$ cat src/rtl/lc3_pkg.sv
// LC-3 fetch shared definitions.
// PC source selects and fetch FSM state encoding.
package lc3_pkg;

    localparam logic [1:0] PC_MUX_INC = 2'b00;
    localparam logic [1:0] PC_MUX_BUS = 2'b01;
    localparam logic [1:0] PC_MUX_JMP = 2'b10;

    typedef enum logic [1:0] {
        FS_IDLE = 2'b00,
        FS_REQ  = 2'b01,
        FS_WAIT = 2'b10,
        FS_HOLD = 2'b11
    } fetch_state_e;

endpackage

$ cat src/rtl/lc3_fetch_timer.sv
// LC-3 fetch memory-timeout counter.
// Counts ticks since the last clear; flags the LIMIT-th tick.
module lc3_fetch_timer #(
    parameter int unsigned LIMIT = 15
) (
    input  logic clk,
    input  logic rst,
    input  logic clear,
    input  logic tick,
    output logic expired
);

    localparam logic [7:0] LAST = 8'(LIMIT - 1);

    logic [7:0] cnt_q;
    logic [7:0] cnt_d;

    assign expired = tick && !clear && (cnt_q == LAST);

    // next count: clear wins, expiry restarts, tick advances
    always_comb begin
        cnt_d = cnt_q;
        if (clear || expired) begin
            cnt_d = '0;
        end else if (tick) begin
            cnt_d = cnt_q + 8'd1;
        end
    end

    // count register
    always_ff @(posedge clk) begin
        if (rst) begin
            cnt_q <= '0;
        end else begin
            cnt_q <= cnt_d;
        end
    end

endmodule

$ cat src/rtl/lc3_fetch_unit.sv
// LC-3 instruction fetch unit.
// Drives PC load/select, memory read and the IR handshake.
module lc3_fetch_unit
    import lc3_pkg::*;
#(
    parameter int unsigned TIMEOUT_CYCLES = 15
) (
    input  logic        clk,
    input  logic        rst,
    input  logic        run,
    input  logic [15:0] pc_in,
    output logic        pc_ld,
    output logic [1:0]  pc_mux,
    input  logic        redirect_valid,
    input  logic [1:0]  redirect_sel,
    output logic        mem_en,
    output logic [15:0] mem_addr,
    input  logic [15:0] mem_rdata,
    input  logic        mem_r,
    output logic [15:0] ir_out,
    output logic        ir_valid,
    input  logic        ir_ready,
    output logic        fetch_err
);

    fetch_state_e state_q, state_d;
    logic         mem_en_q, mem_en_d;
    logic [15:0]  mem_addr_q, mem_addr_d;
    logic [15:0]  ir_out_q, ir_out_d;
    logic         ir_valid_q, ir_valid_d;
    logic         fetch_err_q, fetch_err_d;
    logic         squash_q, squash_d;

    logic tmr_tick;
    logic tmr_clear;
    logic tmr_expired;

    assign tmr_tick  = (state_q == FS_WAIT) && !mem_r;
    assign tmr_clear = (state_q == FS_REQ) || mem_r;

    lc3_fetch_timer #(
        .LIMIT (TIMEOUT_CYCLES)
    ) u_timer (
        .clk     (clk),
        .rst     (rst),
        .clear   (tmr_clear),
        .tick    (tmr_tick),
        .expired (tmr_expired)
    );

    // PC strobe: redirect beats the REQ increment; bad selects fold to jump
    always_comb begin
        pc_ld  = 1'b0;
        pc_mux = PC_MUX_INC;
        if (!rst) begin
            if (redirect_valid) begin
                pc_ld  = 1'b1;
                pc_mux = (redirect_sel == PC_MUX_BUS) ? PC_MUX_BUS : PC_MUX_JMP;
            end else if (state_q == FS_REQ) begin
                pc_ld  = 1'b1;
            end
        end
    end

    // fetch FSM next-state and registered-output logic
    always_comb begin
        state_d     = state_q;
        mem_addr_d  = mem_addr_q;
        ir_out_d    = ir_out_q;
        ir_valid_d  = ir_valid_q;
        squash_d    = squash_q;
        fetch_err_d = 1'b0;
        unique case (state_q)
            FS_IDLE: begin
                if (run) state_d = FS_REQ;
            end
            FS_REQ: begin
                mem_addr_d = pc_in;
                state_d    = FS_WAIT;
                if (redirect_valid) squash_d = 1'b1;
            end
            FS_WAIT: begin
                if (mem_r) begin
                    squash_d = 1'b0;
                    if (squash_q || redirect_valid) begin
                        state_d = run ? FS_REQ : FS_IDLE;
                    end else begin
                        ir_out_d   = mem_rdata;
                        ir_valid_d = 1'b1;
                        state_d    = FS_HOLD;
                    end
                end else if (tmr_expired) begin
                    fetch_err_d = 1'b1;
                    squash_d    = 1'b0;
                    state_d     = FS_IDLE;
                end else if (redirect_valid) begin
                    squash_d = 1'b1;
                end
            end
            FS_HOLD: begin
                if (ir_ready || redirect_valid) begin
                    ir_valid_d = 1'b0;
                    state_d    = run ? FS_REQ : FS_IDLE;
                end
            end
            default: state_d = FS_IDLE;
        endcase
        mem_en_d = (state_d == FS_REQ) || (state_d == FS_WAIT);
    end

    // state and output registers
    always_ff @(posedge clk) begin
        if (rst) begin
            state_q     <= FS_IDLE;
            mem_en_q    <= 1'b0;
            mem_addr_q  <= 16'h0000;
            ir_out_q    <= 16'h0000;
            ir_valid_q  <= 1'b0;
            fetch_err_q <= 1'b0;
            squash_q    <= 1'b0;
        end else begin
            state_q     <= state_d;
            mem_en_q    <= mem_en_d;
            mem_addr_q  <= mem_addr_d;
            ir_out_q    <= ir_out_d;
            ir_valid_q  <= ir_valid_d;
            fetch_err_q <= fetch_err_d;
            squash_q    <= squash_d;
        end
    end

    assign mem_en    = mem_en_q;
    assign mem_addr  = mem_addr_q;
    assign ir_out    = ir_out_q;
    assign ir_valid  = ir_valid_q;
    assign fetch_err = fetch_err_q;

endmodule
$ cat config.mk
export PLATFORM = sky130hd
export DESIGN_NAME = lc3_fetch_unit
export DESIGN_NICKNAME = d
export VERILOG_FILES = /design/src/rtl/lc3_pkg.sv /design/src/rtl/lc3_fetch_timer.sv /design/src/rtl/lc3_fetch_unit.sv
export SDC_FILE = /design/constraint.sdc
export NUM_CORES = 1
export LEC_CHECK = 0
export ABC_AREA = 1
export BUFFER_PORTS_ARGS = -buffer_cell sky130_fd_sc_hd__buf_2
export CORE_MARGIN = 3
export CORE_UTILIZATION = 51
export CTS_CLUSTER_DIAMETER = 30
export CTS_CLUSTER_SIZE = 8
export DETAILED_ROUTE_END_ITERATION = 6
export PLACE_DENSITY = 0.9
export SLEW_MARGIN = 5
export SYNTH_ARGS = -nofsm -noshare
export SYNTH_HDL_FRONTEND = slang
export SYNTH_HIERARCHICAL = 1
export SYNTH_SLANG_ARGS = --single-unit
$ cat constraint.sdc
create_clock -name clk -period 3.1 [get_ports clk]
set_input_delay 0.155 -clock clk [delete_from_list [all_inputs] [get_ports clk]]
set_output_delay 0.155 -clock clk [all_outputs]
set_load 0.1 [all_outputs]
==> Word level (Yosys, flattened, before mapping) <==
Cells that the tools add are included.
{ "word_totals": {"register_bits": 46, "inputBits": 40, "out_inout_bits": 38, "word_cells": 60} }
{ "op_classes": {"add_sub_neg": 1, "n_eq_ne": 10, "mux": 22, "bitwise": 2, "reduce_logical": 17} }
{ "ops": {"columns": ["op", "count"], "rows": [
  ["2-to-1 mux 2 bit", 8],
  ["2-to-1 mux 1 bit", 11],
  ["adder 8 x 1 -> 8 bit, second input constant", 1],
  ["equality test 8 x 4 -> 1 bit, second input constant", 1],
  ["case mux 2 bit (4 select lines)", 1],
  ["equality test 2 x 1 -> 1 bit, second input constant", 3],
  ["equality test 2 bit, second input constant", 3],
  ["!= test 2 bit, second input constant", 3],
  ["logical OR 1 bit", 5],
  ["case mux 1 bit (2 select lines)", 2],
  ["AND reduction 4 bit", 1],
  ["nonzero test 2 bit", 2],
  ["logical AND 1 bit", 3],
  ["AND reduction 3 bit", 1],
  ["OR reduction 3 bit", 1],
  ["logical NOT 1 bit", 2],
  ["logical NOT 2 bit", 1],
  ["NOT 1 bit", 2],
  ["OR reduction 2 bit", 1]
]} }

==> Longest topological paths before layout <==
Gate-level depths: netlist (run 1).
{ "logic_depth": {"depth_word": 10, "mapped_depth": 17, "ltp_nobuf": 17} }

==> Modules after synthesis <==
The synthesis (run 1) kept the hierarchy.
{ "by_module_without_submodules": {"columns": ["mod", "n_inst", "cells_per_inst", "area_per_inst_um2", "seq_area_each_um2"], "rows": [
  ["lc3_fetch_unit", 1, 203, 1527.7, 760.7],
  ["lc3_fetch_timer", 1, 69, 452.9, 160.2]
]} }

==> Least setup slack after synthesis (run 1) <==
Ideal clock, no wire load.
{ "synth_timing": {"path_type": "register -> output", "from": "reg state_q[1]", "to": "out pc_ld", "t_arrival_ps": 3159, "t_required_ps": 2945, "path_slack_ps": -214, "path_stages_with_launch": 7, "path_buffers": 2, "path_cell_list": "dfxtp_1 > inv_1 > ha_1 > buf_2 > clkinv_1 > buf_2 > o21ai_0"} }
{ "synth_via": {"elab_chain_len": 4} }
{ "synth_rtl": {"columns": ["item", "line_no", "source"], "rows": [
  ["start, declared", "lc3_fetch_unit.sv:26", "fetch_state_e state_q, state_d;"],
  ["start signal, assigned", "lc3_fetch_unit.sv:122", "state_q <= state_d;"],
  ["equality test 2 x 1 -> 1 bit", "lc3_fetch_unit.sv:59", "end else if (state_q == FS_REQ) begin"],
  ["2-to-1 mux 1 bit", "lc3_fetch_unit.sv:59", null],
  ["2-to-1 mux 1 bit", "lc3_fetch_unit.sv:56", "if (redirect_valid) begin"],
  ["2-to-1 mux 1 bit", "lc3_fetch_unit.sv:55", "if (!rst) begin"],
  ["end, declared", "lc3_fetch_unit.sv:12", "output logic pc_ld,"]
]} }
No other way between the ends.

==> Final worst setup path (run 1) <==
Same ends and word-level chain as after synthesis.

==> run metrics, run 1 <==
share of layout cells above drive strength 1=0.279; max-capacitance violation count=0; Hold-fix buffers, CTS=0; power per cell area=633 nW/um2; Vias=between 1,500 and 2,000; Hold Crit Class=in2reg; Distinct cells, synth=29; first-pass GRT wire length=a little under 7 mm; Die W=between 60 and 70 um; VDD IR max=between 300 and 400 uV; routability cong.=0.930; P&R area growth vs syn=26.4%; crit path launch=state_q[1]; Synthesis Warnings=6; Final period util=0.751; FMAX=~430 MHz; Post-synth EDFFs=0; hold-critical path depth=3; relative slew slack=0.673; post-synthesis register bit count=46; Worst Path Arrival=2.17 ns; Core Region=3720 um2; setup TNS=0 ns; r2r endpoint=mem_en; filler cell count in the final layout=about 340; Worst Setup EP=pc_ld; FF-to-FF path depth=15; IO buf count=77; RSZ-0062 raised after global routing=no; most frequent cells in the layout=nor2_1 (85), buf_2 (77), dfxtp_1 (46); Post-Synthesis Cells=272; crit end category=output pin; Post-Syn Area=roughly 2000 um2; number of cell rows=22; Critical Path RT=between 2 and 3 ns; leakage power=between 0.001 and 0.0015 uW; Resized Gates After CTS=0; Setup Buffers After CTS=0; Residual DRC=0; Worst-Margin Slew=0.494 ns; Die H=slightly below 70 um; Async SR Flop Fraction=0; initial antenna violation count=0; Seq. cell area=921 um2; antenna cells=0; Root Driver=clkbuf_8; Primary FF master, synth=dfxtp_1; Detailed Route Iter0 Violations=roughly 70; final setup fails=0; status=complete, no violations; pre-CTS WS=0.957 ns; Clk pin slew, worst setup/hold paths=0.08 ns; total track usage=0.191; worst r2r src=state_q[0]; antenna-violating nets left=0; Clock Skews=between 0.007 and 0.008 ns; Syn Nets=between 300 and 400; Critical Path Start Type=flip-flop; gr ovfl total=0; H-tree depth=2; Final WS setup=approximately 0.77 ns; Pre-Repair DR Iteration Count=6; critical path fanouts, max=18; I/O pins=around 80; Final Max Slew Viols=0; Bufs on Longest Clock Path=2; critical path type=reg2out; HPWL Detailed=around 3.2 mm; vias in the first global route=1,599; Post-Syn Area per Cell=approximately 7.3 um2; commonest non-fill, non-tap cell in the layout=nor2_1; CTS Sinks=46; largest net degree at the start of global routing=36; fin crit period=approximately 2.3 ns; Nets=396; CTS tree=done; area taken by multi-input logic gates=about 920 um2; Num CTS Buffers=5; Final Hold Viols=0; routed length per instance=around 11 um; clk_lat worst skew=0.29 ns; initial core utilization=0.533; Die ar.=roughly 4700 um2; register area share after synthesis=0.465; Register-to-Register Setup Slack=approximately 0.92 ns; WL final=4.26 mm; DR vias/cell=between 4 and 5
## layout make-up
class                   instances  share of cell area
clock inverters                 1              0.0120
inverters                      25              0.0375
flip-flops and latches         46               0.368
well taps                      48              0.0240
multi-input cells             193               0.368
clock buffers                   7              0.0305
repair buffers                 79               0.160
## synthesized netlist by cell type, types with 2 or more instances
cell | instances | area share
a21oi_1 | 4 | 0.010
buf_2 | 2 | 0.0051
clkbuf_1 | 4 | 0.0076
dfxtp_1 | 46 | 0.46
ha_1 | 6 | 0.038
inv_1 | 22 | 0.042
inv_2 | 2 | 0.0038
nand2_1 | 34 | 0.064
nand2_2 | 3 | 0.0095
nand3_1 | 9 | 0.023
nor2_1 | 85 | 0.16
nor2_2 | 4 | 0.013
o21ai_0 | 32 | 0.081
o21ai_1 | 4 | 0.010
## how the worst min path moves through the flow
| stage | from | endpoint | slack, ns |
|---|---|---|---|
| 6_report | pc_in[12] | mem_addr[12] | 0.08 |
| 5_1_grt | pc_in[12] | mem_addr[12] | 0.07 |
| 4_1_cts | mem_rdata[6] | ir_out[6] | 0.07 |
| 3_5_place_dp | mem_rdata[14] | ir_out[14] | 0.38 |
| 3_3_place_gp | mem_rdata[3] | ir_out[3] | 0.37 |
| 2_1_floorplan | rst | state_q[1] | 0.22 |
## worst max-delay path, stage by stage (launching register included)
cell and delay, ns:
dfxtp_1 0.37, inv_1 0.10, ha_1 0.15, buf_4 0.20
clkinv_1 0.37, o21ai_1 0.24, buf_2 0.45
## registers in the layout, indices dropped and copies added, names as in the netlist
signal and cells:
fetch_err 1, ir_out 16, ir_valid 1, mem_addr 16
mem_en 1, squash_q 1, state_q 2, u_timer/cnt_q 8
## layer usage
layer,global-route usage,share of wire
met3,0.0821,0.087
met2,0.296,0.45
met1,0.237,0.45
met4,0.0620,0.0089
met5,0,0
## cell families after synthesis
family          count (synthesis)  synth area share
compound gates                 43             0.114
flops                          46             0.465
buf+inv                        33            0.0695
xor+xnor                        2           0.00885
simple gates                  142             0.305
fa+ha+maj                       6            0.0379
## stage by stage
stage               std cells  cell area (um2)  power (uW)  hold WS, ns  utilization
floorplan                 272             1980        1080        0.224            -
global placement          391             2400        1170        0.375        0.645
detailed placement        391             2400        1180        0.383        0.645
CTS                       399             2500        1600       0.0683        0.674
global route              399             2500        1660       0.0687        0.674
finish                    399             2500        1580       0.0757        0.674
## where the power goes
group	internal (uW)	switching, uW
sequential	636	22.8
clock	241	181
combinational	89.3	413
Note: power is estimated with default switching activity, not from simulation.
==> run 2: changes to the inputs <==
--- a/config.mk
+++ b/config.mk
@@ -8,11 +8,11 @@
 export ABC_AREA = 1
 export BUFFER_PORTS_ARGS = -buffer_cell sky130_fd_sc_hd__buf_2
 export CORE_MARGIN = 3
-export CORE_UTILIZATION = 51
+export CORE_UTILIZATION = 43
 export CTS_CLUSTER_DIAMETER = 30
 export CTS_CLUSTER_SIZE = 8
 export DETAILED_ROUTE_END_ITERATION = 6
-export PLACE_DENSITY = 0.9
+export PLACE_DENSITY = 0.82
 export SLEW_MARGIN = 5
 export SYNTH_ARGS = -nofsm -noshare
 export SYNTH_HDL_FRONTEND = slang
==> constraint.sdc (replaced) <==
create_clock -name clk -period 1.9 [get_ports clk]
set_input_delay 0.095 -clock clk [delete_from_list [all_inputs] [get_ports clk]]
set_output_delay 0.095 -clock clk [all_outputs]
set_load 0.1 [all_outputs]
==> run 2 against run 1 <==
Critical path depth rose by 7. Via count rose by 4.3%. Global-route usage fell by 1.6 points. Clock-buffer cell count fell by 1. Cell count rose by 2.8%. Non-clock buffer count rose by 8.
==> run metrics, run 2 (same netlist as run 1, synthesis figures left out) <==
relative slew slack=0.671 (-0.00175); GRT busiest layer=met2; DR vias/cell=4.78 (+1.5%); clk_lat worst skew=0.29 ns (about the same); met1 GRT Util=0.221 (-0.0163); share of layout cells above drive strength 1=0.349 (+0.0700); Clock power frac=0.222 (-0.045); most frequent cells in the layout=nor2_1 (83), buf_2 (74), dfxtp_1 (44); routability cong.=0.885 (-4.8%); Root Driver=clkbuf_8; Hold Crit Class=in2reg; Worst Setup EP=mem_en; RSZ-0062 raised after global routing=yes; Final Hold Viols=0 (unchanged); I/O pins=78 (unchanged); initial antenna violation count=0 (unchanged); placed cell count=399 (+2.0%); Final Non-Filler Cells=410 (+2.8%); Critical Path Start Type=flip-flop; Clk pin slew, worst setup/hold paths=0.08 ns (about the same); Residual DRC=0 (unchanged); most frequent CP cell=nand3_1; GR Util met2=0.296 (about the same); NetSw=1070 uW (+73%); Die W=73.9 um (+8.1%); gr ovfl total=0 (unchanged); initial core utilization=0.449 (-0.0843); Worst Path Arrival=2.09 ns (-0.08 ns); Switching Share=0.419 (+0.0288); final setup fails=0 (unchanged); first-pass GRT wire length=7.59 mm (+12%); Worst-Margin Slew=0.496 ns (+0.00264 ns); WL final=4.94 mm (+16%); r2r endpoint=mem_en; Reg power frac=0.424 (+0.008); met3 Usage GRT=0.0424 (-0.0397); crit end category=flip-flop; Nets=404 (+2.0%); HPWL Detailed=3.37 mm (+6.7%); Clock Skews=0.00404 ns (-0.00387 ns); max-capacitance violation count=0 (unchanged); Num CTS Buffers=5 (unchanged); Hold-fix buffers, CTS=0 (unchanged); commonest non-fill, non-tap cell in the layout=nor2_1; Vias=1,960 (+4.3%); Register-to-Register Setup Slack=0.005 ns (-0.91 ns); Core Region=4410 um2 (+19%); status=complete, no violations; FMAX=approximately 530 MHz; Die ar.=5460 um2 (+17%); total track usage=0.174 (-0.0165); Int Pwr=1480 uW (+53%); IO buf count=77 (unchanged); post-layout util=0.605 (-0.0691); Final period util=0.997; vias in the first global route=1,763 (+10%); Critical Path RT=2.09 ns (-0.85 ns); CTS tree=done; power per cell area=954 nW/um2 (+51%); fin crit period=1.89 ns; Combinational Power Share=0.354 (+0.037); routed length per instance=12.0 um (+13%); number of cell rows=24 (+9.1%); VDD IR max=646 uV (+77%); Final Max Slew Viols=0 (unchanged); critical path fanouts, max=5 (-13); leakage power=0.00136 uW (+3.4%); antenna-violating nets left=0 (unchanged); Bufs on Longest Clock Path=2 (unchanged); setup TNS=0 ns (unchanged); Die H=73.9 um (+8.1%); worst r2r src=state_q[1]; Pre-Repair DR Iteration Count=4 (-2); P&R area growth vs syn=34.7%; Detailed Route Iter0 Violations=132 (+86%); antenna cells=0 (unchanged); critical path's largest stage delay=0.38 ns (-0.07 ns); crit-path cells=inv_4 -> ha_4 -> or2_4 -> nor3b_2 -> nand3_1 -> inv_2 -> nor2_4 -> a21oi_2 -> nand3_1 -> nand2_2 -> nand3_2 -> nand2_1 -> nor2_1; critical path type=reg2reg; CTS Sinks=46 (unchanged); crit path launch=state_q[1]; FF-to-FF path depth=13 (-2); CP max stage cell=dfxtp_4; largest net degree at the start of global routing=36 (unchanged); H-tree depth=2 (unchanged)
[run 2: cell count changes in the layout (fill, tap and decap cells not counted), moves of 3 or more]
cell / previous run / this run
inv_2: 2 / 5
buf_2: 77 / 74
buf_12: 0 / 3
buf_4: 2 / 10
inv_1: 22 / 17
[run 2: power groups by stage]
stage	combinational (uW)	sequential (uW)	clock [uW]
final	901	1080	564
after CTS	867	1070	583
after detailed placement	863	1090	0
after floorplan	226	1550	0
after global placement	851	1090	0
after global routing	947	1090	625
[run 2: worst min-delay path by stage]
stage          slack, ns           end  cells after the start       from
6_report            0.02   mem_addr[9]                      3   pc_in[9]
5_1_grt             0.02   mem_addr[6]                      3   pc_in[6]
4_1_cts             0.01  mem_addr[10]                      3  pc_in[10]
3_5_place_dp        0.32   mem_addr[6]                      3   pc_in[6]
3_3_place_gp        0.32  mem_addr[10]                      3  pc_in[10]
2_1_floorplan       0.16    state_q[1]                      1        rst
[run 2: stage by stage]
stage | power (uW) | setup slack (ns) | hold slack, ns | instance area, um2
finish | 2550 | 0.00544 | 0.0219 | 2670
global placement | 1940 | 0.0971 | 0.315 | 2490
global route | 2660 | -0.0821 | 0.0194 | 2670
floorplan | 1780 | -0.0108 | 0.157 | 2000
CTS | 2520 | 0.00319 | 0.0145 | 2580
detailed placement | 1960 | -0.0123 | 0.324 | 2490
[run 2: layout make-up]
class / count / area, um2
Tap cell: 52 / 65.1
Clock inverter: 1 / 7.51
Timing Repair Buffer: 87 / 505
Multi-Input combinational cell: 193 / 991
Clock buffer: 6 / 72.6
Inverter: 25 / 98.8
Sequential cell: 46 / 928
Fill cell: 396 / 1750
[run 2: routing by layer]
metal | part of all wire | wire length [um]
met4 | 0.0063 | 31
met1 | 0.45 | 2200
met2 | 0.49 | 2420
met5 | 0 | 0
met3 | 0.058 | 284
[run 2: worst max-delay path, delay by kind of cell (launching register included)]
family | cells | cell delay [ns]
and+or+nand+nor | 9 | 0.99
AOI/OAI and AO/OA | 1 | 0.14
DFF | 1 | 0.38
adders and majority gates | 1 | 0.15
buffers and inverters | 2 | 0.13
[run 2: repair_timing]
action / CTS / global route
setup buffers: 0 / 4
endpoints found under the setup margin: 1 / 4
gates resized for setup: 2 / 20
pin swaps: 0 / 12
endpoints found under the hold margin: 0 / 0
==> run 3: changes to the inputs <==
--- a/config.mk
+++ b/config.mk
@@ -12,9 +12,9 @@
 export CTS_CLUSTER_DIAMETER = 30
 export CTS_CLUSTER_SIZE = 8
 export DETAILED_ROUTE_END_ITERATION = 6
+export HOLD_SLACK_MARGIN = 0.15
 export PLACE_DENSITY = 0.82
 export SLEW_MARGIN = 5
 export SYNTH_ARGS = -nofsm -noshare
 export SYNTH_HDL_FRONTEND = slang
-export SYNTH_HIERARCHICAL = 1
 export SYNTH_SLANG_ARGS = --single-unit
==> run 3 against run 2 <==
Utilization increased by 8.2 points. Clock power increased by 7.1%. Setup slack improved by 0.14 ns. Clock-buffer cell count decreased by 1. Power increased by 3.6%. Fmax increased by 8.1%. Non-clock buffer count increased by 27. Highest routed layer unchanged.
==> run metrics, run 3 <==
Die H=73.7 um (-0.24%); VDD IR max=732 uV (+13%); I/O pins=78 (unchanged); largest net degree at the start of global routing=33 (-8.3%); Hold Crit Class=in2reg; setup TNS=0 ns (unchanged); Detailed Route Iter0 Violations=64 (-52%); relative slew slack=0.668 (-0.00335); Primary FF master, synth=dfxtp_1; Num CTS Buffers=5 (unchanged); origin of the worst min-delay path=run; Nets=425 (+5.2%); post-layout util=0.686 (+0.0818); final setup fails=0 (unchanged); number of cell rows=23 (-4.2%); vias in the first global route=2,047 (+16%); fin crit period=1.75 ns (-0.142 ns); Core Region=4200 um2 (-4.8%); total track usage=0.204 (+0.0301); CTS tree=done; Post-synth EDFFs=0 (unchanged); Vias=2,104 (+7.3%); Final Hold Viols=0 (unchanged); Distinct cells, synth=27 (-6.9%); IO buf count=77 (unchanged); Worst Path Arrival=1.66 ns (-0.43 ns); antenna cells=0 (unchanged); pre-CTS WS=0.232 ns (+0.244 ns); Syn Nets=314 (-1.3%); Post-Syn Area=1970 um2 (-0.51%); Pre-Repair DR Iteration Count=4 (unchanged); routed length per instance=12.7 um (+5.5%); Critical Path Start Type=flip-flop; WL final=5.46 mm (+11%); CP max stage cell=dfxtp_1; gr ovfl total=0 (unchanged); Synthesis Warnings=0 (-6); share of layout cells above drive strength 1=0.276 (-0.0728); Root Driver=clkbuf_8; Synth top area share=0.467 (+0.00236); CTS Sinks=46 (unchanged); filler cell count in the final layout=323 (-18%); Post-Syn Area per Cell=7.35 um2 (+0.98%); Final WS setup=0.147 ns (+0.142 ns); Critical Path RT=1.80 ns (-0.29 ns); clk_lat worst skew=0.30 ns (about the same); initial antenna violation count=0 (unchanged); critical path's largest stage delay=0.36 ns (-0.02 ns); routability cong.=0.819 (-7.4%); max-capacitance violation count=0 (unchanged); most frequent cells in the layout=buf_2 (74), nor2_1 (50), dfxtp_1 (46); HPWL Detailed=3.47 mm (+3.1%); Final Max Slew Viols=0 (unchanged); RSZ-0062 raised after global routing=no; FMAX=571 MHz (+8.1%); crit-path cells=inv_1 -> ha_1 -> inv_2 -> buf_4 -> o21ai_1 -> buf_12; Async SR Flop Fraction=0 (unchanged); crit path launch=state_q[1]; P&R area growth vs syn=46.3%; Power Total=2640 uW (+3.6%); Clock Skews=0.00698 ns (+0.00294 ns); status=complete, no violations; synth top area cells=dfxtp_1 (47%), nor2_1 (9.5%), o21ai_0 (9.4%); worst hold slack=0.177 ns (+0.155 ns); Residual DRC=0 (unchanged); first-pass GRT wire length=8.78 mm (+16%); Worst-Margin Slew=0.501 ns (+0.00506 ns); commonest cells in the netlist=nor2_1 (50), dfxtp_1 (46), o21ai_0 (37); Setup Buffers After CTS=0 (unchanged); cell taking the most area after synthesis=dfxtp_1; H-tree depth=2 (unchanged); post-synthesis register bit count=46 (unchanged); power per cell area=915 nW/um2 (-4.1%); leakage power=0.00137 uW (+0.34%); DR vias/cell=4.89 (+2.4%); initial core utilization=0.469 (+0.0203); worst r2r src=state_q[0]; critical path type=reg2out; Die W=73.7 um (-0.24%); register area share after synthesis=0.467 (+0.00236); critical path fanouts, max=19 (+14); Post-Synthesis Cells=268 (-1.5%); antenna-violating nets left=0 (unchanged); Bufs on Longest Clock Path=2 (unchanged); most common cell in the netlist=nor2_1; Clk pin slew, worst setup/hold paths=0.09 ns (about the same); crit end category=output pin; commonest non-fill, non-tap cell in the layout=buf_2; Final period util=0.923 (-0.0746); Die ar.=5430 um2 (-0.47%)
-- run 3: cell count changes in the layout (fill, tap and decap cells not counted), sizes merged, moves of 2 or more --
cell,before,now
nor2,91,54
dlygate4sd3,0,33
nand2,38,35
inv,24,35
a21oi,4,24
nor3,1,5
buf,87,81
nand3,9,3
nand4,0,3
o21ai,36,38
-- run 3: per-layer routing --
metal / wire length (um) / track usage / up-vias / share of wire
li1: - / - / 1070 / -
met1: 2250 / 0.231 / 938 / 0.41
met2: 2750 / 0.370 / 86 / 0.50
met3: 376 / 0.0616 / 10 / 0.069
met4: 85 / 0.0523 / 0 / 0.016
met5: 0 / 0 / - / 0
-- run 3: path summary, 6_finish.rpt --
path | endpoint | slack [ns] | cells past startpoint
worst min-delay path | state_q[1] | 0.18 | 4
worst min register to register | ir_out[4] | 0.45 | 2
worst max register to register | u_timer.cnt_q[7] | 0.20 | 9
worst max-delay path | pc_ld | 0.15 | 6
-- run 3: where the power goes --
group	internal, uW	leakage (uW)	total, uW	switching (uW)
Sequential	1040	0.000375	1080	41.5
Clock	259	0.0000441	604	345
Combinational	214	0.000947	954	739
-- run 3: cell families (layout without fill, tap and decap cells) --
family / after synthesis / after routing / share of synthesized area
buffers and inverters: 46 / 158 / 0.0883
XOR/XNOR: 2 / 2 / 0.00889
flip-flops: 46 / 46 / 0.467
adder cells (fa/ha/maj): 6 / 6 / 0.0381
AND/OR/NAND/NOR: 104 / 104 / 0.230
AO/OA/AOI/OAI: 64 / 64 / 0.168
-- run 3: metrics by stage --
stage	instance area (um2)	cells
floorplan	1980	268
global placement	2460	389
detailed placement	2460	389
CTS	2880	430
global route	2880	430
finish	2880	430
-- run 3: final cells by class --
class	count	area, um2	area share
flip-flops and latches	46	921	0.319
multi-input cells	176	881	0.305
repair buffers	114	791	0.274
inverters	36	139	0.0482
clock buffers	5	68.8	0.0239
well taps	50	62.6	0.0217
clock inverters	3	21.3	0.00738
-- run 3: timing repair --
action                                  4_1_cts  5_1_grt
hold buffers                                 33        0
endpoints found under the setup margin        0        1
gates resized for setup                       0        1
hold endpoints to repair                     36        0
-- run 3: critical path, delay by kind of cell, from the launching register on --
family	cells	cell delay, ns
buf+inv	4	0.57
fa+ha+maj	1	0.20
compound gates	1	0.23
flops	1	0.36
